`src/rtl/div32x32_pkg.sv`:
```
// Shared definitions for the div32x32_fast divider: FSM states, iteration
// counts and the quotient reported for a zero divisor.
package div32x32_pkg;

    typedef enum logic [1:0] {
        IDLE = 2'd0,
        RUN  = 2'd1,
        ZERO = 2'd2
    } state_e;

    localparam logic [4:0]  ITER_FULL     = 5'd31;
    localparam logic [4:0]  ITER_HALF     = 5'd15;
    localparam logic [31:0] DIV_ZERO_QUOT = 32'hFFFF_FFFF;

    // A dividend that fits in 16 bits only needs half the restoring steps.
    function automatic logic is_short_dividend(input logic [31:0] value);
        return (value[31:16] == 16'd0);
    endfunction

endpackage : div32x32_pkg

```
`src/rtl/div32x32_fast_arith.sv`:
```
// Restoring-division datapath: partial remainder, shifting quotient/dividend
// register, 33-bit trial subtraction and iteration counter.
module div32x32_fast_arith
    import div32x32_pkg::*;
(
    input  logic        clk,
    input  logic        reset,
    input  logic        load_i,
    input  logic        step_i,
    input  logic [31:0] dividend_i,
    input  logic [31:0] divisor_i,
    output logic [4:0]  count_o,
    output logic [31:0] quot_next_o,
    output logic [31:0] rem_next_o
);

    logic [31:0] rem_q;
    logic [31:0] q_work_q;
    logic [31:0] divisor_q;
    logic [4:0]  count_q;

    logic [32:0] partial_s;
    logic [32:0] diff_s;
    logic        fits_s;
    logic [31:0] rem_step_s;
    logic [31:0] q_step_s;

    // One restoring step. rem < divisor always holds, so partial < 2*divisor
    // and the borrow bit of the 33-bit difference is exactly (partial < divisor).
    always_comb begin
        partial_s = {rem_q, q_work_q[31]};
        diff_s    = partial_s - {1'b0, divisor_q};
        fits_s    = ~diff_s[32];
        if (fits_s) begin
            rem_step_s = diff_s[31:0];
        end else begin
            rem_step_s = partial_s[31:0];
        end
        q_step_s = {q_work_q[30:0], fits_s};
    end

    // Datapath registers: load on an accepted start, shift once per RUN cycle.
    always_ff @(posedge clk) begin
        if (reset) begin
            rem_q     <= 32'd0;
            q_work_q  <= 32'd0;
            divisor_q <= 32'd0;
            count_q   <= 5'd0;
        end else if (load_i) begin
            rem_q     <= 32'd0;
            divisor_q <= divisor_i;
            if (is_short_dividend(dividend_i)) begin
                q_work_q <= {dividend_i[15:0], 16'd0};
                count_q  <= ITER_HALF;
            end else begin
                q_work_q <= dividend_i;
                count_q  <= ITER_FULL;
            end
        end else if (step_i) begin
            rem_q    <= rem_step_s;
            q_work_q <= q_step_s;
            if (count_q != 5'd0) begin
                count_q <= count_q - 5'd1;
            end else begin
                count_q <= 5'd0;
            end
        end else begin
            rem_q     <= rem_q;
            q_work_q  <= q_work_q;
            divisor_q <= divisor_q;
            count_q   <= count_q;
        end
    end

    assign count_o     = count_q;
    assign quot_next_o = q_step_s;
    assign rem_next_o  = rem_step_s;

endmodule : div32x32_fast_arith

```
`src/rtl/div32x32_fast.sv`:
```
// 32/32 unsigned iterative divider with a 16-step fast path for short
// dividends and a one-cycle divide-by-zero path.
module div32x32_fast
    import div32x32_pkg::*;
(
    input  logic        clk,
    input  logic        reset,
    input  logic        start,
    input  logic [31:0] a,
    input  logic [31:0] b,
    output logic        busy,
    output logic [31:0] quotient,
    output logic [31:0] remainder,
    output logic        div_by_zero
);

    state_e      state_q, state_d;
    logic        busy_q;
    logic [31:0] quot_q, quot_d;
    logic [31:0] rem_q, rem_d;
    logic [31:0] zero_a_q, zero_a_d;
    logic        dbz_q, dbz_d;

    logic        load_s;
    logic        step_s;
    logic [4:0]  count_s;
    logic [31:0] quot_next_s;
    logic [31:0] rem_next_s;

    div32x32_fast_arith u_arith (
        .clk         (clk),
        .reset       (reset),
        .load_i      (load_s),
        .step_i      (step_s),
        .dividend_i  (a),
        .divisor_i   (b),
        .count_o     (count_s),
        .quot_next_o (quot_next_s),
        .rem_next_o  (rem_next_s)
    );

    // Control FSM: results are written only on the final step or on ZERO exit.
    always_comb begin
        state_d  = state_q;
        quot_d   = quot_q;
        rem_d    = rem_q;
        zero_a_d = zero_a_q;
        dbz_d    = dbz_q;
        load_s   = 1'b0;
        step_s   = 1'b0;
        case (state_q)
            IDLE: begin
                if (start) begin
                    if (b != 32'd0) begin
                        load_s  = 1'b1;
                        quot_d  = 32'd0;
                        rem_d   = 32'd0;
                        dbz_d   = 1'b0;
                        state_d = RUN;
                    end else begin
                        zero_a_d = a;
                        state_d  = ZERO;
                    end
                end else begin
                    state_d = IDLE;
                end
            end
            RUN: begin
                step_s = 1'b1;
                if (count_s == 5'd0) begin
                    quot_d  = quot_next_s;
                    rem_d   = rem_next_s;
                    state_d = IDLE;
                end else begin
                    state_d = RUN;
                end
            end
            ZERO: begin
                quot_d  = DIV_ZERO_QUOT;
                rem_d   = zero_a_q;
                dbz_d   = 1'b1;
                state_d = IDLE;
            end
            default: begin
                state_d = IDLE;
            end
        endcase
    end

    // State and result registers; busy is registered from the next state.
    always_ff @(posedge clk) begin
        if (reset) begin
            state_q  <= IDLE;
            busy_q   <= 1'b0;
            quot_q   <= 32'd0;
            rem_q    <= 32'd0;
            zero_a_q <= 32'd0;
            dbz_q    <= 1'b0;
        end else begin
            state_q  <= state_d;
            busy_q   <= (state_d != IDLE);
            quot_q   <= quot_d;
            rem_q    <= rem_d;
            zero_a_q <= zero_a_d;
            dbz_q    <= dbz_d;
        end
    end

    assign busy        = busy_q;
    assign quotient    = quot_q;
    assign remainder   = rem_q;
    assign div_by_zero = dbz_q;

endmodule : div32x32_fast

```
`config.mk`:
```
export PLATFORM = sky130hd
export DESIGN_NAME = div32x32_fast
export DESIGN_NICKNAME = d
export VERILOG_FILES = /design/src/rtl/div32x32_pkg.sv /design/src/rtl/div32x32_fast_arith.sv /design/src/rtl/div32x32_fast.sv
export SDC_FILE = /design/constraint.sdc
export NUM_CORES = 1
export LEC_CHECK = 0
export ABC_AREA = 1
export CORE_ASPECT_RATIO = 1.1
export CORE_MARGIN = 5
export CORE_UTILIZATION = 50
export CTS_BUF_LIST = sky130_fd_sc_hd__clkbuf_16
export CTS_CLUSTER_DIAMETER = 40
export CTS_CLUSTER_SIZE = 30
export DETAILED_ROUTE_END_ITERATION = 7
export GPL_TIMING_DRIVEN = 0
export PLACE_DENSITY = 0.83
export SYNTH_ARGS = -nofsm -noshare
export SYNTH_HDL_FRONTEND = slang
export SYNTH_HIERARCHICAL = 1
export SYNTH_SLANG_ARGS = --single-unit
```
`constraint.sdc`:
```
create_clock -name clk -period 2.6 [get_ports clk]
set_input_delay 0.78 -clock clk [delete_from_list [all_inputs] [get_ports clk]]
set_output_delay 0.78 -clock clk [all_outputs]
set_load 0.005 [all_outputs]
```
======== Word-level counts from Yosys, hierarchy flattened ========
Index checks and enable logic that the tools add are counted.
word-level totals
  register bits after elaboration ......... 201
  bits of input ports ..................... 67
  word-level logic and storage cells ...... 57
  output and inout port bits .............. 66
operators by class
  multiplexer cells ....................... 25
  equal/unequal tests ..................... 5
  bitwise gates (word level) .............. 2
  $add $sub $neg .......................... 2
  reductions and logical operators ........ 13
operator list
  kind                 count
  $mux 32              8
  $pmux 32 s3          2
  $sub 33x32->33       1
  $reduce_bool 32->1   1
  $mux 5               4
  $logic_not 16->1     1
  $mux 1               7
  $ne 2x2->1 const B   3
  $reduce_and 3->1     2
  $reduce_bool 2->1    3
  $logic_not 5->1      1
  $reduce_bool 5->1    1
  $sub 5x1->5 const B  1
  $mux 2               2
  $pmux 2 s2           1
  $reduce_and 4->1     1
  $reduce_bool 3->1    1
  $eq 2x1->1 const B   1
  $eq 2x2->1 const B   1
  $logic_not 2->1      1
  $not 1->1            2
  $pmux 1 s2           1
  $reduce_or 2->1      1

======== Depth between registers and ports, before layout ========
Gate-level depths: netlist of the first run.
  word-level depth ........................ 5
  gate-level depth with buffers ........... 23
  gate-level depth less buffers ........... 22

======== Modules after synthesis ========
Netlist of the first run, hierarchy kept.
modules (own cells, without submodules)
  module               sequential area each (um2)  times used  cells an instance  area each (um2)
  div32x32_fast_arith  2,021.9                     1           1,286              7,657.3
  div32x32_fast        2,001.9                     1           869                5,256.3

======== Worst setup path before layout of the first run ========
No wires, ideal clock.
  path kind ............................... reg2reg
  start ................................... register u_arith.q_work_q[31]
  end ..................................... register rem_q[12], in the netlist remainder[12]
  data required time ...................... 2.490 ns
  setup slack ............................. 0.046 ns
  data arrival time ....................... 2.444 ns
  cell stages (with the launch flop) ...... 24
  period minus slack after synthesis ...... 2.554 ns
  buffers on the path ..................... 2
  setup time .............................. 0.110 ns
  path through ............................ dfxtp_1 inv_1 ha_1 fa_1 inv_1 nand2_1 nand2_1 nand3_1 nand2_2 nand2_2 nand2_4 nand2_4 nand2_4 nand2_4 buf_6 buf_8 nand3_2 nand2_1 nand2_1 o21ai_0 nand2_1 nand4_1 nand2_1 nor2_1
on the way
  word-level cells in the longest chain between the ends .. 4
RTL lines
  element                 RTL line                   RTL
  from (decl)             div32x32_fast_arith.sv:18  logic [31:0] q_work_q;
  from (signal assigned)  div32x32_fast_arith.sv:53  q_work_q <= {dividend_i[15:0], 16'd0};
  from (signal assigned)  div32x32_fast_arith.sv:56  q_work_q <= dividend_i;
  from (signal assigned)  div32x32_fast_arith.sv:61  q_work_q <= q_step_s;
  $sub 33x32->33          div32x32_fast_arith.sv:32  diff_s = partial_s - {1'b0, divisor_q};
  $mux 32                 div32x32_fast_arith.sv:34  if (fits_s) begin
  via rem_next_s[12]      div32x32_fast.sv:28        logic [31:0] rem_next_s;
  $mux 32                 div32x32_fast.sv:70        if (count_s == 5'd0) begin
  $pmux 32 s3             div32x32_fast.sv:51        case (state_q)
  to (signal assigned)    div32x32_fast.sv:103       rem_q <= rem_d;
  to (decl)               div32x32_fast.sv:20        logic [31:0] rem_q, rem_d;
The timed path passes the listed nets, and every way through them passes these cells. The select of a mux whose other input is x is not followed.
A chain may end at the register's enable or synchronous reset.

======== Worst setup path in the final report of the first run ========
  start ................................... register u_arith.q_work_q[31]
  end ..................................... register quot_q[0], in the netlist quotient[0]
on the way
  word-level cells in the longest chain between the ends .. 4
RTL lines
  element               RTL line                   RTL
  $sub 33x32->33        div32x32_fast_arith.sv:32
  $not 1->1             div32x32_fast_arith.sv:33  fits_s = ~diff_s[32];
  via u_arith.fits_s    div32x32_fast_arith.sv:24  logic fits_s;
  $mux 32               div32x32_fast.sv:70
  $pmux 32 s3           div32x32_fast.sv:51
  to (signal assigned)  div32x32_fast.sv:102       quot_q <= quot_d;
  to (decl)             div32x32_fast.sv:19        logic [31:0] quot_q, quot_d;
The timed path passes the listed nets, and every way through them passes these cells. The select of a mux whose other input is x is not followed.

==> results.sh, run 1 <==
export IMPL_status="complete, but fails checks"
export IMPL_violations="negative setup slack"
export IMPL_grt_ovfl_total=0
export IMPL_clock_fmax_mhz=370.8
export IMPL_dp_hpwl_um=35870
export IMPL_synth_common_cells="nand2_1 (669), inv_1 (355), nor2_1 (230), dfxtp_1 (201), a21oi_1 (148)"
export IMPL_cts_sinks=201
export IMPL_combPwrFrac_pct=37.5
export IMPL_antennaDiodeCount=0
export IMPL_leakage_nw=8.383
export IMPL_nets=2461
export IMPL_crit_arrival_ns=3.14
export IMPL_syn_area_per_cell_sq_um=5.992
export IMPL_area_delta_synth_final_pct=32.90
export IMPL_worstSetupPathType="reg2reg"
export IMPL_final_util_pct=67.73
export IMPL_grt_setup_unrepaired="true"
export IMPL_synth_most_common_cell="nand2_1"
export IMPL_hp_start="zero_a_q[1]$_SDFFE_PP0P_"
export IMPL_htree_levels=1
export IMPL_grt_pass1_wl_um=68990
export IMPL_first_pass_iters=5
export IMPL_pwr_share_seq_pct=29.2
export IMPL_holdWs_ns=0.4567
export IMPL_synth_area_sq_um=12910
export IMPL_ys_flop_type="dfxtp_1"
export IMPL_postSynth_asyncResetShare_pct=0
export IMPL_switching_power_mw=4.520
export IMPL_finalCritPeriodShare_pct=103.7
export IMPL_power_density_nw_per_um2=701.1
export IMPL_setup_worst_path_start="u_arith/q_work_q[31]$_SDFFE_PP0P_"
export IMPL_yosys_warnings=6
export IMPL_die_h_um=178.6
export IMPL_maxCapViolations=0
export IMPL_maxSlewViolCount=0
export IMPL_clkTransAtPathRegs_ns=0.06
export IMPL_drc=0
export IMPL_wire_per_inst_um=17.12
export IMPL_vias_per_cell=5.220
export IMPL_regArea_sq_um=4040
export IMPL_ys_seq_area_share_pct=31.16
export IMPL_vias=14230
export IMPL_cpPeakStageDelay_ns=0.35
export IMPL_syn_nets=2260
export IMPL_die_w_um=163.2
export IMPL_multi_input_area_sq_um=7700
export IMPL_io_pins=133
export IMPL_grt_max_degree=16
export IMPL_cts_buffers=31
export IMPL_yosys_area_top_type="dfxtp_1"
export IMPL_synth_edf_count=0
export IMPL_drive_gt1_share_pct=16.81
export IMPL_ir_drop_v=0.0005370
export IMPL_end_kind="register"
export IMPL_setup_violations=18
export IMPL_grt_pass1_vias=13150
export IMPL_p_int_mw=7.513
export IMPL_setup_ws_ns=-0.09673
export IMPL_hold_buffers=0
export IMPL_swShare_pct=37.57
export IMPL_synthCells=2155
export IMPL_clockPowerShare_pct=33.3
export IMPL_regToRegStartpoint="u_arith/q_work_q[31]$_SDFFE_PP0P_"
export IMPL_synth_seq_cells=201
export IMPL_core_area_sq_um=25340
export IMPL_post_synth_num_cell_types=41
export IMPL_cts_tree="yes"
export IMPL_synth_top_area_share_pct=31.16
export IMPL_clk_path_buf_depth=3
export IMPL_path_max_fanout=7
export IMPL_finalHoldViolations=0
export IMPL_min_period_ns=2.697
export IMPL_rows=61
export IMPL_relSlewSlack_pct=53.59
export IMPL_die_area_sq_um=29140
export IMPL_wl_um=46660
export IMPL_start_util_pct=50.96
export IMPL_cp_common_cell="nand2_2"
export IMPL_ant_nets=0
export IMPL_place_gp_congestion=1.062
export IMPL_num_fill_cells=2261
export IMPL_skew_ns=0.01814
export IMPL_worst_pin_slew_ns=0.6962
export IMPL_start_kind="register"
export IMPL_port_buffers=132
export IMPL_cpMaxStageDelayCell="dfxtp_2"
export IMPL_hold_class="reg2reg"
export IMPL_clk_latency_ns=0.56
export IMPL_worstPathCellList="inv_2 > ha_4 > fa_2 > inv_2 > nand2_2 > nand2_2 > nand3_2 > nand2_2 > nand2_2 > nand2_4 > nand2_4 > nand3_4 > nand2_8 > buf_8 > buf_4 > buf_6 > nand2_2 > nand2_2 > nand2_2 > nand4_1 > nand2_1 > nor2_1"
export IMPL_root_buffer="clkbuf_16"
export IMPL_grt_total_usage_pct=30.06
export IMPL_cp_required_ns=3.04
export IMPL_synth_area_leaders="dfxtp_1 (31%), nand2_1 (19%), inv_1 (10%)"
export IMPL_antenna_found_initial=0
export IMPL_drt_iter0_drc=1360
==> cell families after synthesis <==
logic type | after synthesis | synth area share [%]
AND/OR/NAND/NOR | 1094 | 35.15
buffers and inverters | 502 | 16.38
AO/OA/AOI/OAI | 303 | 12.41
flip-flops | 201 | 31.16
adder cells (fa/ha/maj) | 38 | 3.740
XOR/XNOR | 17 | 1.153
==> placed cells by master (no fill, tap or decap), drive strengths merged <==
cell           synthesis  layout
a21o                   1       1
a21oi                152     152
a221oi                 1       1
a22oi                  2       2
a31oi                 10      10
and2                   3       3
buf                   74     114
bufinv                 0       2
clkbuf                63      90
clkdlybuf4s50          0     131
clkinv                 3      16
clkinvlp               0       2
dfxtp                201     201
dlymetal6s2s           0       1
fa                     1       1
ha                    37      37
inv                  362     371
nand2                683     683
nand3                107     107
nand4                 56      56
nor2                 233     233
nor3                  11      11
o211ai                 7       7
o21a                   1       1
o21ai                119     119
o21bai                 6       6
o22ai                  4       4
or2                    1       1
xnor2                  1       1
xor2                  16      16
==> timing repair <==
action	in CTS	in global routing
pin swaps	17	61
gates resized for setup	116	221
cloned	3	2
setup buffers	9	22
setup endpoints to repair	134	132
==> final timing paths <==
check,cells past startpoint,end,slack (ns)
worst max-delay path,22,quotient[0]$_SDFFE_PP0P_,-0.1
worst min-delay path,2,zero_a_q[1]$_SDFFE_PP0P_,0.46
worst min register to register,2,zero_a_q[1]$_SDFFE_PP0P_,0.46
worst max register to register,22,quotient[0]$_SDFFE_PP0P_,-0.1
==> state kept, by name, indices dropped and copies added, names as in the netlist <==
register	count
u_arith/rem_q	32
u_arith/divisor_q	32
busy	1
zero_a_q	32
u_arith/count_o	5
u_arith/q_work_q	32
state_q	2
quotient	32
remainder	32
div_by_zero	1
==> stage by stage <==
step / std cells / TNS, ns / setup slack [ns] / instance area (sq um) / power, mW
6_report: 2726 / -0.7904 / -0.09673 / 17160 / 12.03
3_3_place_gp: 2633 / -132.38 / -1.293 / 14670 / 6.996
5_1_grt: 2726 / -4.795 / -0.2419 / 17160 / 12.59
3_5_place_dp: 2633 / -133.35 / -1.321 / 14670 / 7.039
2_1_floorplan: 2155 / 0 / 0.04596 / 12910 / 5.821
4_1_cts: 2702 / -0.3678 / -0.03916 / 16130 / 11.30
==> critical path: cells and delay by family (launching register included) <==
family	cells	cell delay, ns
adder cells (fa/ha/maj)	2	0.51
AND/OR/NAND/NOR	15	1.21
flip-flops	1	0.35
buffers and inverters	5	0.52
==> power groups by stage <==
| stage | sequential (mW) | combinational, mW | clock, mW |
|---|---|---|---|
| after CTS | 3.50 | 3.78 | 4.03 |
| after global routing | 3.55 | 4.87 | 4.18 |
| after detailed placement | 3.56 | 3.48 | 0 |
| after global placement | 3.55 | 3.45 | 0 |
| final | 3.52 | 4.51 | 4.00 |
| after floorplan | 3.52 | 2.30 | 0 |
==> cell type report <==
cell class | instances | area share [%]
Tap cell | 346 | 2.522
Clock inverter | 26 | 1.334
Timing Repair Buffer | 168 | 10.08
Multi-Input combinational cell | 1452 | 44.86
Inverter | 365 | 8.041
Buffer | 137 | 5.103
Clock buffer | 31 | 4.520
Sequential cell | 201 | 23.54
==> routing by layer <==
metal,wire length (um),part of all wire (%),GRT usage (%)
met1,18360,39,36.55
met2,21360,46,50.67
met3,4132,8.9,5.616
met4,2808,6.0,15.52
met5,0,0,0
Note: power is estimated with default switching activity, not from simulation.
==> inputs of run 2 (changes only) <==
--- a/config.mk
+++ b/config.mk
@@ -14,8 +14,7 @@
 export CTS_CLUSTER_SIZE = 30
 export DETAILED_ROUTE_END_ITERATION = 7
 export GPL_TIMING_DRIVEN = 0
-export PLACE_DENSITY = 0.83
+export PLACE_DENSITY = 0.84
 export SYNTH_ARGS = -nofsm -noshare
 export SYNTH_HDL_FRONTEND = slang
-export SYNTH_HIERARCHICAL = 1
 export SYNTH_SLANG_ARGS = --single-unit
==> run 2 against run 1 <==
Effect of this change: the run still ends with negative setup slack left; total power shrank 31%; clock power shrank 6.8%; cell count shrank 18%; synthesized area shrank 12%; global-route usage shrank 1.8 points; design area shrank 15%; register-to-register slack gained 0.09 ns; combinational power shrank 69%; critical endpoint is now remainder[6]$_SDFFE_PP0P_; largest cell class unchanged; largest power group is now clock.
==> results.sh, run 2 <==
export IMPL_maxSlewViolCount=0
export IMPL_ir_drop_v=0.0005518
export IMPL_finalCritPeriodShare_pct=100.4
export IMPL_clk_path_buf_depth=3
export IMPL_synth_common_cells="nand2_1 (566), inv_1 (273), a21oi_1 (214), dfxtp_1 (201), o21ai_0 (132)"
export IMPL_grt_max_degree=15
export IMPL_wire_per_inst_um=17.52
export IMPL_postSynth_asyncResetShare_pct=0
export IMPL_regToRegStartpoint="u_arith.q_work_q[31]$_SDFFE_PP0P_"
export IMPL_synthCells=1755
export IMPL_antennaDiodeCount=0
export IMPL_finalPower_mw=8.355
export IMPL_ant_nets=0
export IMPL_design_area_sq_um=14560
export IMPL_hold_path_depth=2
export IMPL_core_area_sq_um=22180
export IMPL_synth_top_area_share_pct=35.58
export IMPL_worst_pin_slew_ns=0.7014
export IMPL_relSlewSlack_pct=53.24
export IMPL_hp_start="u_arith.divisor_q[26]$_SDFFE_PP0P_"
export IMPL_io_pins=133
export IMPL_setup_ws_ns=-0.01160
export IMPL_setup_violations=1
export IMPL_vias_per_cell=5.404
export IMPL_die_h_um=167.7
export IMPL_violations="negative setup slack"
export IMPL_rows=57
export IMPL_grt_ovfl_total=0
export IMPL_first_pass_iters=5
export IMPL_synth_area_sq_um=11310
export IMPL_worstSetupPathType="reg2reg"
export IMPL_cts_sinks=201
export IMPL_drive_gt1_share_pct=12.31
export IMPL_hold_buffers=0
export IMPL_synth_seq_cells=201
export IMPL_post_synth_num_cell_types=40
export IMPL_crit_arrival_ns=3.07
export IMPL_cp_required_ns=3.06
export IMPL_hold_class="reg2reg"
export IMPL_finalHoldViolations=0
export IMPL_final_common_cell="nand2_1"
export IMPL_grt_total_usage_pct=28.28
export IMPL_yosys_area_top_type="dfxtp_1"
export IMPL_vias=12130
export IMPL_htree_levels=1
export IMPL_grt_pass1_wl_um=59200
export IMPL_area_delta_synth_final_pct=28.73
export IMPL_clk_latency_ns=0.53
export IMPL_die_area_sq_um=25730
export IMPL_place_area_sq_um=12990
export IMPL_r2r_setup_slack_ns=-0.01
export IMPL_clkTransAtPathRegs_ns=0.06
export IMPL_port_buffers=131
export IMPL_ys_flop_type="dfxtp_1"
export IMPL_mostFrequentLayoutCells="nand2_1 (545), inv_1 (271), a21oi_1 (209)"
export IMPL_syn_nets=1860
export IMPL_wl_um=39330
export IMPL_final_util_pct=65.64
export IMPL_syn_area_per_cell_sq_um=6.444
export IMPL_start_kind="register"
export IMPL_maxCapViolations=0
export IMPL_skew_ns=0.01304
export IMPL_synth_area_leaders="dfxtp_1 (36%), nand2_1 (19%), a21oi_1 (9.5%)"
export IMPL_grt_pass1_vias=11460
export IMPL_ys_seq_area_share_pct=35.58
export IMPL_cts_buffers=26
export IMPL_pre_cts_ws_ns=-1.156
export IMPL_nets=2036
export IMPL_place_gp_congestion=1.004
export IMPL_power_density_nw_per_um2=573.9
export IMPL_path_max_fanout=10
export IMPL_num_fill_cells=1911
export IMPL_reg2reg_depth=18
export IMPL_end_kind="register"
export IMPL_grt_setup_unrepaired="true"
export IMPL_die_w_um=153.4
export IMPL_min_to="u_arith.divisor_q[26]$_SDFFE_PP0P_"
export IMPL_antenna_found_initial=0
export IMPL_drt_iter0_drc=874
export IMPL_start_util_pct=50.99
export IMPL_rr_endpoint="remainder[6]$_SDFFE_PP0P_"
export IMPL_clock_fmax_mhz=382.9
export IMPL_min_period_ns=2.612
export IMPL_drc=0
export IMPL_root_buffer="clkbuf_16"
export IMPL_synth_edf_count=0
export IMPL_leakage_nw=6.770
export IMPL_synth_most_common_cell="nand2_1"
export IMPL_status="complete, but fails checks"
export IMPL_cts_tree="yes"
export IMPL_dp_hpwl_um=29620
export IMPL_yosys_warnings=0
[run 2: how the worst max path moves through the flow]
stage	cells past startpoint	from	end
6_report	18	u_arith.q_work_q[31]$_SDFFE_PP0P_	remainder[6]$_SDFFE_PP0P_
5_1_grt	20	u_arith.q_work_q[31]$_SDFFE_PP0P_	remainder[8]$_SDFFE_PP0P_
4_1_cts	20	u_arith.q_work_q[31]$_SDFFE_PP0P_	remainder[6]$_SDFFE_PP0P_
3_5_place_dp	10	b[11]	u_arith.divisor_q[5]$_SDFFE_PP0P_
3_3_place_gp	10	b[11]	u_arith.divisor_q[4]$_SDFFE_PP0P_
2_1_floorplan	20	u_arith.q_work_q[31]$_SDFFE_PP0P_	remainder[3]$_SDFFE_PP0P_
[run 2: timing repair]
item | 4_1_cts | 5_1_grt
cloned | 0 | 3
setup buffers | 3 | 11
resized for setup | 25 | 132
endpoints found under the setup margin | 197 | 172
endpoints found under the hold margin | 0 | 0
pin swaps | 3 | 32
[run 2: per-layer routing]
metal | share of wire [%] | global-route usage (%) | vias to the layer above | wire length [um]
met1 | 39 | 33.60 | 5580 | 15450
met2 | 49 | 50.84 | 523 | 19090
met4 | 5.3 | 12.25 | 0 | 2089
met3 | 6.9 | 3.949 | 125 | 2707
met5 | 0 | 0 | - | 0
li1 | - | - | 5905 | -
[run 2: through the flow]
stage | setup TNS [ns] | instances | hold WS [ns]
3_3_place_gp | -175.00 | 2181 | 0.4505
3_5_place_dp | -169.53 | 2181 | 0.4547
6_report | -0.01160 | 2245 | 0.4654
5_1_grt | -1.095 | 2245 | 0.4807
2_1_floorplan | 0 | 1755 | 0.4353
4_1_cts | 0 | 2231 | 0.4637
[run 2: worst max-delay path, stage by stage, from the launching register on]
cell and delay [ns]:
dfxtp_2 0.33, inv_4 0.08, ha_4 0.15, inv_4 0.04, fa_2 0.42, nand2_2 0.10, nand2_2 0.07, nand3_2 0.09
nand2_4 0.08, nand2_4 0.09, nand2_4 0.07, nand2_8 0.11, nand3_4 0.17, buf_8 0.22, nand3_2 0.11, nand3_4 0.09
nand2_2 0.10, nand2_2 0.06, a21oi_2 0.14
[run 2: logic make-up (layout without fill, tap and decap cells)]
family / Yosys count / after routing / synth area share [%]
and+or+nand+nor: 755 / 756 / 28.79
AOI/OAI and AO/OA: 382 / 382 / 17.77
buffers and inverters: 368 / 562 / 12.74
DFF: 201 / 201 / 35.58
adders and majority gates: 38 / 38 / 4.270
xor gates and xnor gates: 11 / 11 / 0.8519
[run 2: layout make-up]
class	instances	area [sq um]	share of cell area, %
Timing Repair Buffer	147	1470	10.10
Clock inverter	20	220.2	1.513
Inverter	285	1075	7.382
Tap cell	295	369.1	2.535
Clock buffer	27	675.6	4.641
Sequential cell	201	4033	27.70
Multi-Input combinational cell	1187	6242	42.88
Buffer	83	474.2	3.257
[run 2: power by group]
group	total (mW)	internal [mW]	switching (mW)	leakage, nW
Sequential	3.23	3.18	0.0446	1.64
Clock	3.73	2.23	1.50	0.433
Combinational	1.40	0.465	0.935	4.70
Total	8.35	5.87	2.48	6.77
